### src/rtl/class_vote_buffer.sv
// Purpose : sliding-window majority vote over classifier labels, with drop and finish tracking.
// Latency : vote strobe two edges after the accepting edge; drop strobe one edge after.
// Backpres: none; i_enable=0 freezes all state, one accept per cycle sustained.
//
// Ports:
//   i_clk, i_rst         - clock (rising edge), asynchronous active-high reset
//   i_enable             - accept enable; low pauses the block
//   i_done/i_class_label - label strobe and label from the classifier
//   o_vote_valid         - one-cycle strobe qualifying o_vote_label / o_vote_count
//   o_vote_label/count   - majority label over the window and its occurrence count
//   o_sample_count       - labels accepted so far (saturates at MAX_SAMPLES)
//   o_drop               - one-cycle strobe for a rejected out-of-range label
//   o_finished           - level, high once MAX_SAMPLES labels have been accepted
//
// Optional feature macro: CLASS_VOTE_PARTIAL_EN - also vote on accepts made while filling.
module class_vote_buffer #(
  parameter int LABEL_W     = 4,
  parameter int N_CLASSES   = 10,
  parameter int WINDOW      = 8,
  parameter int MAX_SAMPLES = 9745,
  localparam int CNT_W      = $clog2(WINDOW + 1),
  localparam int SMP_W      = $clog2(MAX_SAMPLES + 1)
) (
  input  logic               i_clk,
  input  logic               i_rst,
  input  logic               i_enable,
  input  logic               i_done,
  input  logic [LABEL_W-1:0] i_class_label,
  output logic               o_vote_valid,
  output logic [LABEL_W-1:0] o_vote_label,
  output logic [CNT_W-1:0]   o_vote_count,
  output logic [SMP_W-1:0]   o_sample_count,
  output logic               o_drop,
  output logic               o_finished
);

  localparam int PTR_W = $clog2(WINDOW);

  typedef enum logic [1:0] {
    S_IDLE = 2'd0,
    S_FILL = 2'd1,
    S_RUN  = 2'd2,
    S_DONE = 2'd3
  } state_t;

  state_t state, state_nxt;

  logic [LABEL_W-1:0] ring [WINDOW];
  logic [PTR_W-1:0]   wr_ptr;
  logic [CNT_W-1:0]   fill_cnt;
  logic [CNT_W-1:0]   hist [N_CLASSES];
  logic               vote_pend;

  logic               label_ok;
  logic               accept;
  logic               drop_nxt;
  logic               fill_last;
  logic               samp_last;
  logic               vote_pend_nxt;
  logic [LABEL_W-1:0] old_lbl;
  logic [N_CLASSES-1:0] hist_inc;
  logic [N_CLASSES-1:0] hist_dec;
  logic [LABEL_W-1:0] best_lbl;
  logic [CNT_W-1:0]   best_cnt;

  // Widen by one bit so N_CLASSES == 2**LABEL_W still compares correctly.
  assign label_ok  = ({1'b0, i_class_label} < (LABEL_W + 1)'(N_CLASSES));
  assign fill_last = (fill_cnt == CNT_W'(WINDOW - 1));
  assign samp_last = (o_sample_count == SMP_W'(MAX_SAMPLES - 1));
  // Label about to be overwritten; only meaningful once the ring is full (RUN).
  assign old_lbl   = ring[wr_ptr];
  assign o_finished = (state == S_DONE);

  // State register
  always_ff @(posedge i_clk or posedge i_rst) begin
    if (i_rst) begin
      state <= S_IDLE;
    end else begin
      state <= state_nxt;
    end
  end

  // Next state and per-cycle decodes
  always_comb begin
    state_nxt     = state;
    accept        = 1'b0;
    drop_nxt      = 1'b0;
    vote_pend_nxt = 1'b0;

    if ((state == S_FILL || state == S_RUN) && i_enable && i_done) begin
      if (label_ok) begin
        accept = 1'b1;
      end else begin
        drop_nxt = 1'b1;
      end
    end

    case (state)
      S_IDLE: begin
        if (i_enable) begin
          state_nxt = S_FILL;
        end
      end
      S_FILL: begin
        // Finishing takes priority when MAX_SAMPLES is smaller than the window.
        if (accept && samp_last) begin
          state_nxt = S_DONE;
        end else if (accept && fill_last) begin
          state_nxt = S_RUN;
        end
      end
      S_RUN: begin
        if (accept && samp_last) begin
          state_nxt = S_DONE;
        end
      end
      default: begin
        state_nxt = S_DONE;
      end
    endcase

`ifdef CLASS_VOTE_PARTIAL_EN
    vote_pend_nxt = accept;
`else
    // The accept that completes the fill already sees a full window.
    vote_pend_nxt = accept && ((state == S_RUN) || fill_last);
`endif
  end

  // Histogram increment/decrement requests per class
  always_comb begin
    hist_inc = '0;
    hist_dec = '0;
    for (int c = 0; c < N_CLASSES; c++) begin
      hist_inc[c] = accept && (i_class_label == LABEL_W'(c));
      hist_dec[c] = accept && (state == S_RUN) && (old_lbl == LABEL_W'(c));
    end
  end

  // Argmax; strict '>' keeps the lowest class index on ties.
  always_comb begin
    best_lbl = '0;
    best_cnt = hist[0];
    for (int c = 1; c < N_CLASSES; c++) begin
      if (hist[c] > best_cnt) begin
        best_lbl = LABEL_W'(c);
        best_cnt = hist[c];
      end
    end
  end

  // Ring storage needs no reset: histogram and fill count gate every read.
  always_ff @(posedge i_clk) begin
    if (accept) begin
      ring[wr_ptr] <= i_class_label;
    end
  end

  // Pointers, counters and histogram
  always_ff @(posedge i_clk or posedge i_rst) begin
    if (i_rst) begin
      wr_ptr         <= '0;
      fill_cnt       <= '0;
      o_sample_count <= '0;
      for (int c = 0; c < N_CLASSES; c++) begin
        hist[c] <= '0;
      end
    end else begin
      if (accept) begin
        wr_ptr <= (wr_ptr == PTR_W'(WINDOW - 1)) ? '0 : wr_ptr + 1'b1;
        if (state == S_FILL) begin
          fill_cnt <= fill_cnt + 1'b1;
        end
        if (o_sample_count != SMP_W'(MAX_SAMPLES)) begin
          o_sample_count <= o_sample_count + 1'b1;
        end
      end
      for (int c = 0; c < N_CLASSES; c++) begin
        if (hist_inc[c] && !hist_dec[c]) begin
          hist[c] <= hist[c] + 1'b1;
        end else if (hist_dec[c] && !hist_inc[c]) begin
          hist[c] <= hist[c] - 1'b1;
        end
      end
    end
  end

  // Vote pipeline: the pending flag lets the histogram settle for one edge
  // before the argmax is captured.
  always_ff @(posedge i_clk or posedge i_rst) begin
    if (i_rst) begin
      vote_pend    <= 1'b0;
      o_vote_valid <= 1'b0;
      o_vote_label <= '0;
      o_vote_count <= '0;
      o_drop       <= 1'b0;
    end else begin
      vote_pend    <= vote_pend_nxt;
      o_vote_valid <= vote_pend;
      o_drop       <= drop_nxt;
      if (vote_pend) begin
        o_vote_label <= best_lbl;
        o_vote_count <= best_cnt;
      end
    end
  end

endmodule

### config.mk
export PLATFORM = sky130hd
export DESIGN_NAME = class_vote_buffer
export DESIGN_NICKNAME = d
export VERILOG_FILES = /design/src/rtl/class_vote_buffer.sv
export SDC_FILE = /design/constraint.sdc
export NUM_CORES = 1
export LEC_CHECK = 0
export BUFFER_PORTS_ARGS = -buffer_cell sky130_fd_sc_hd__buf_2
export CAP_MARGIN = 20
export CORE_MARGIN = 2
export CORE_UTILIZATION = 36
export DETAILED_ROUTE_END_ITERATION = 8
export PLACE_DENSITY_LB_ADDON = 0.25
export SYNTH_ARGS = -nofsm -noshare
export SYNTH_HDL_FRONTEND = slang
export SYNTH_SLANG_ARGS = --single-unit
### constraint.sdc
create_clock -name i_clk -period 36.8 [get_ports i_clk]
set_input_delay 3.68 -clock i_clk [delete_from_list [all_inputs] [get_ports i_clk]]
set_output_delay 3.68 -clock i_clk [all_outputs]
set_load 0.02 [all_outputs]
* After elaboration in Yosys (flattened, before gate mapping)
Memories as Yosys holds them, arrays and structs flattened. Cells that the tools add are included.
Storage, ports and cells: input bits 8, RAM bits 32, bits in registers 74, word-level logic and storage cells 215, output and inout port bits 25, memories 1
Memory list:
- ring | words 8, bits a word 4, rd ports 1, clocked after Yosys merged registers in 0, wr ports 1, line 48 | logic [LABEL_W-1:0] ring [WINDOW];
Operators by class: multiplexer cells 50, magnitude comparators 10, reductions and logical operators 84, equal/unequal tests 28, add/subtract/negate cells 23
Operators with widths (count):
- two-way mux 4 bit | 37
- logical AND 1 bit | 46
- adder 4 x 1 -> 4 bit (second input constant) | 11
- subtractor 4 x 1 -> 4 bit (second input constant) | 10
- equality test 4 x 3 -> 1 bit (second input constant) | 9
- > comparator 4 bit | 9
- zero test 1 bit | 20
- nonzero test 2 bit | 10
- equality test 4 x 2 -> 1 bit (second input constant) | 4
- equality test 4 bit (second input constant) | 4
- adder 14 x 1 -> 14 bit (second input constant) | 1
- equality test 14 bit (second input constant) | 1
- inequality test 14 bit (second input constant) | 1
- equality test 4 x 1 -> 1 bit (second input constant) | 2
- zero test 4 bit | 2
- two-way mux 2 bit | 4
- two-way mux 1 bit | 7
- case mux 2 bit (3 select lines) | 1
- equality test 2 bit (second input constant) | 2
- less-than comparator 4 bit (second input constant) | 1
- AND reduction 2 bit | 2
- adder 3 x 1 -> 3 bit (second input constant) | 1
- equality test 3 bit (second input constant) | 1
- two-way mux 3 bit | 1
- other kinds (7) | 8

* Longest topological paths before layout
depth in word-level cells 18, gate-level depth with buffers 70

* Worst setup path after synthesis
No wires, ideal clock.
path kind reg2reg, start register hist[37] in the netlist's numbering, end register o_vote_count[1], data arrival time 12.056 ns, clock period less this slack 12.180 ns, required time 36.675 ns, path slack 24.620 ns, stages on the path, launching flop included 61, cells stage by stage dfrtp_1 -> inv_1 -> ha_1 -> nor2b_4 -> o211ai_2 -> a21oi_2 -> mux2_1 -> inv_1 -> ha_1 -> a21oi_1 -> a21oi_1 -> a22oi_1 -> and4_1 -> o21ai_0 -> ha_1 -> nor2b_1 -> o21ai_0 -> nand2b_1 -> [... 25 more ...] -> o22ai_1 -> or3_2 -> buf_6 -> mux2_2 -> ha_1 -> nor3_1 -> a22o_1 -> a31oi_1 -> o311ai_4 -> mux2_4 -> ha_1 -> o21ai_0 -> nand2b_1 -> a21oi_1 -> a41o_1 -> buf_2 -> a21oi_1 -> mux2_2
On the way: longest elaborated chain between the ends 18
Ends and longest elaborated chain:
- start: declaration | line 51 | logic [CNT_W-1:0] hist [N_CLASSES];
- start signal: indexed assignment | line 180 | hist[c] <= hist[c] + 1'b1;
- start signal: indexed assignment | line 182 | hist[c] <= hist[c] - 1'b1;
- > comparator 4 bit | line 145 | if (hist[c] > best_cnt) begin
- two-way mux 4 bit * | line 145
- > comparator 4 bit | line 145
- two-way mux 4 bit * | line 145
- > comparator 4 bit | line 145
- two-way mux 4 bit * | line 145
- > comparator 4 bit | line 145
- two-way mux 4 bit * | line 145
- [... 2 more ...]
- > comparator 4 bit | line 145
- two-way mux 4 bit * | line 145
- > comparator 4 bit | line 145
- two-way mux 4 bit * | line 145
- > comparator 4 bit | line 145
- two-way mux 4 bit * | line 145
- > comparator 4 bit | line 145
- two-way mux 4 bit * | line 145
- end signal: assignment | line 203 | o_vote_count <= best_cnt;
- end: declaration | line 31 | output logic [CNT_W-1:0] o_vote_count,
Mark *: on every way between the ends. The rest lies on a longest branch, timed or not. A chain may end at the register's enable or synchronous reset.

* Worst setup path after layout
start register hist[37] in the netlist's numbering, end register o_vote_count[2]
The elaborated chain is that of the path after synthesis.

==> impl_results.md <==
- Final setup fails: 0
- CTS Buffer Depth: 2
- Most frequent cells in the layout: 74 x dfrtp_1, 68 x ha_1, 54 x nand2_1
- # fillers: 1840
- # Post-CTS Setup Buffers: 0
- Drt pass-1 iters: 4
- Leading cell type in the layout, fill and taps excluded: dfrtp_1
- Diode count: 0
- Highest Clock Rate: 73.17 MHz
- Slowest cell on the critical path: or3_2
- Die area: 0.02076 mm²
- Arrival time at the worst endpoint: 13.94 ns
- Final Cycle Share: 0.3714
- Top delay family on crit path: compound AO/OA/AOI/OAI gates
- Placed instance area: 0.007512 mm²
- Slew HR: 0.3458
- Fin cells: 980
- Clock Skews: 0.01109 ns
- Reg-to-reg slack, setup: 23.13 ns
- Pleak: 3.430 nW
- Clock Latency Late Sink: 0.36 ns
- Area Growth Syn to Fin: 10.66%
- Top Ports: 33
- Crit path time final: 13.67 ns
- Synth area leader: dfrtp_1
- Initial antenna violation count: 0
- Final hold violations: 0
- #FFs+latches synth: 106
- Hold_ws: 0.4765 ns
- VDD IR max: 0.02295 mV
- Routed WL per cell: 15.16 µm
- Vias: 5089
- Core ar.: 0.01933 mm²
- Max H-tree Level: 3
- Placed instance count: 964
- Crit-path most repeated cell: ha_1
- CTS buffer count: 9
- GRT Residual Overflow: 0
- First-pass GRT wire length: 25.41 mm
- Synthesized area: 0.007063 mm²
- Routability cong.: 0.8789
- CP startpoint kind: flip-flop
- Buffers & Inverters on Critical Path: 2
- Net Count, Synth: 763
- Pwr dens: 28.57 mW/mm²
- Avg Vias per Cell: 5.193
- Number of nets with antenna violations after routing: 0
- Met3 global-route usage: 0.03245
- CP endpoint kind: flip-flop
- Critical Path Fanout Max: 12
- Root Driver: clkbuf_16
- Post-Synthesis Cells: 677
- Routed Wire Length: 14.86 mm
- Rows: 51
- Status: finished clean
- Type of the worst setup path: flip-flop to flip-flop
- Largest net degree at the start of global routing: 75
- Layout Utilization: 0.4043
- Die Y-Extent: 144.1 µm
- Number of gates resized after CTS: 0
- Asr flop ratio synth: 0.6981
- GR Util met1: 0.2051
- FF-to-FF End: o_vote_count[2]
- FF-to-FF Start: hist[37]
- Buffers added on ports: 32
- Vias in the first global route: 5193
- Fin area: 0.007816 mm²
- Worst Hold Class: flip-flop to flip-flop
- Synth top area share: 0.2622
- Chip width: 144.1 µm
- Layout cell share with drive strength beyond 1: 0.1385
- Final Slew Violations: 0
- Netlist cell types: 81
- Initial DRC count: 227
- Unrepaired setup endpoints after global routing: false
- Synth area leaders: dfrtp_1 26%, edfxtp_1 14%, ha_1 12%
- Hold buffer count at CTS: 0
- CP Capture Point: o_vote_count[2]
- Critical Path Stages: 60
- Crit path largest cell delay: 0.55 ns
- Max-Cap Viols: 0
- Met2 usage: 0.2539
- DP Wirelength: 11.25 mm
- CTS clk-pin slew, worst paths: 0.08 ns
- Slew @ Worst Pin: 0.9813 ns
- Final net count: 796
- Sequential area share after synthesis: 0.3982
- Clock sinks: 106
- Synthesized area per cell: 10.43 µm²
- Primary FF master, synth: dfrtp_1
- Drt drc: 0
- Required time of the worst setup path: 37.08 ns
- Setup TNS: 0 ns
- Yosys Warn Count: 0
- CTS tree: yes
- Total track usage: 0.1530
- Initial Util: 0.3653
- Reg2Reg Depth: 60
- Post-synth EDFFs: 32
- GRT busiest layer: met2
- CP startpoint: hist[37]
==> metrics by stage <==
step | setup slack, ns | power (W)
2_1_floorplan | 24.62 | 0.0001252
3_3_place_gp | 23.98 | 0.0001271
3_5_place_dp | 23.28 | 0.0001272
4_1_cts | 23.23 | 0.0002269
5_1_grt | 22.05 | 0.0002320
6_report | 23.13 | 0.0002233
==> how the worst min path moves through the flow <==
stage | startpoint | end | slack (ns) | cells past startpoint
2_1_floorplan | fill_cnt[3] | fill_cnt[3] | 0.44 | 1
3_3_place_gp | fill_cnt[3] | fill_cnt[3] | 0.46 | 1
3_5_place_dp | fill_cnt[3] | fill_cnt[3] | 0.46 | 1
4_1_cts | fill_cnt[3] | fill_cnt[3] | 0.48 | 1
5_1_grt | fill_cnt[3] | fill_cnt[3] | 0.49 | 1
6_report | fill_cnt[3] | fill_cnt[3] | 0.48 | 1
==> logic make-up (layout without fill, tap and decap cells) <==
| family | after synthesis | count (layout) | synth area share |
|---|---|---|---|
| muxes | 40 | 40 | 0.06927 |
| adders and majority gates | 79 | 79 | 0.1502 |
| and+or+nand+nor | 189 | 189 | 0.1339 |
| DFF | 106 | 106 | 0.3982 |
| xor gates and xnor gates | 57 | 57 | 0.07068 |
| AOI/OAI and AO/OA | 144 | 144 | 0.1435 |
| buffers and inverters | 62 | 100 | 0.03419 |
==> state kept, by name, summed over array words and instances (netlist names) <==
register and flops:
wr_ptr 3, o_vote_label 4, o_vote_count 4, o_drop 1, fill_cnt 4, o_vote_valid 1
ring 32, o_sample_count 14, state 2, vote_pend 1, hist 40
==> per-layer routing <==
metal | share of wire | up-vias | wire length [µm]
li1 | - | 2509 | -
met1 | 0.48 | 2492 | 7085
met2 | 0.48 | 70 | 7155
met3 | 0.030 | 18 | 448
met4 | 0.012 | 0 | 171
met5 | 0 | - | 0
==> final cells by class <==
cell class	instances	area (µm²)	area share
Sequential cell	106	2813	0.3599
Tap cell	265	331.6	0.04242
Timing Repair Buffer	33	167.7	0.02145
Clock buffer	9	225.2	0.02881
Clock inverter	7	78.83	0.01008
Multi-Input combinational cell	509	4009	0.5129
Inverter	51	191.4	0.02449
==> synth_stat cells (all sizes together) (3+ instances only) <==
| cell | count |
|---|---|
| nand3 | 19 |
| a21oi | 35 |
| nand4 | 9 |
| nand2 | 54 |
| and2 | 7 |
| edfxtp | 32 |
| fa | 10 |
| mux2 | 25 |
| inv | 51 |
| nor2b | 8 |
| xor2 | 9 |
| nand3b | 3 |
| and4 | 4 |
| nor2 | 47 |
| nand2b | 10 |
| mux2i | 11 |
| dfrtp | 74 |
| o22ai | 5 |
| o21ai | 38 |
| a21o | 17 |
| ha | 68 |
| o21a | 5 |
| clkbuf | 8 |
| o211ai | 6 |
| mux4 | 4 |
| a31oi | 5 |
| and3 | 4 |
| xnor2 | 48 |
| buf | 3 |
| o2111ai | 3 |
| o2111a | 3 |
| nor3 | 12 |
==> power breakdown <==
part           switching, W  leakage, nW  internal [W]   total (W)
combinational    0.00000279         2.01   0.000000477  0.00000326
clock             0.0000500        0.149     0.0000488   0.0000988
sequential                0         1.27      0.000121    0.000121
Power figures use the tool's default switching activity.
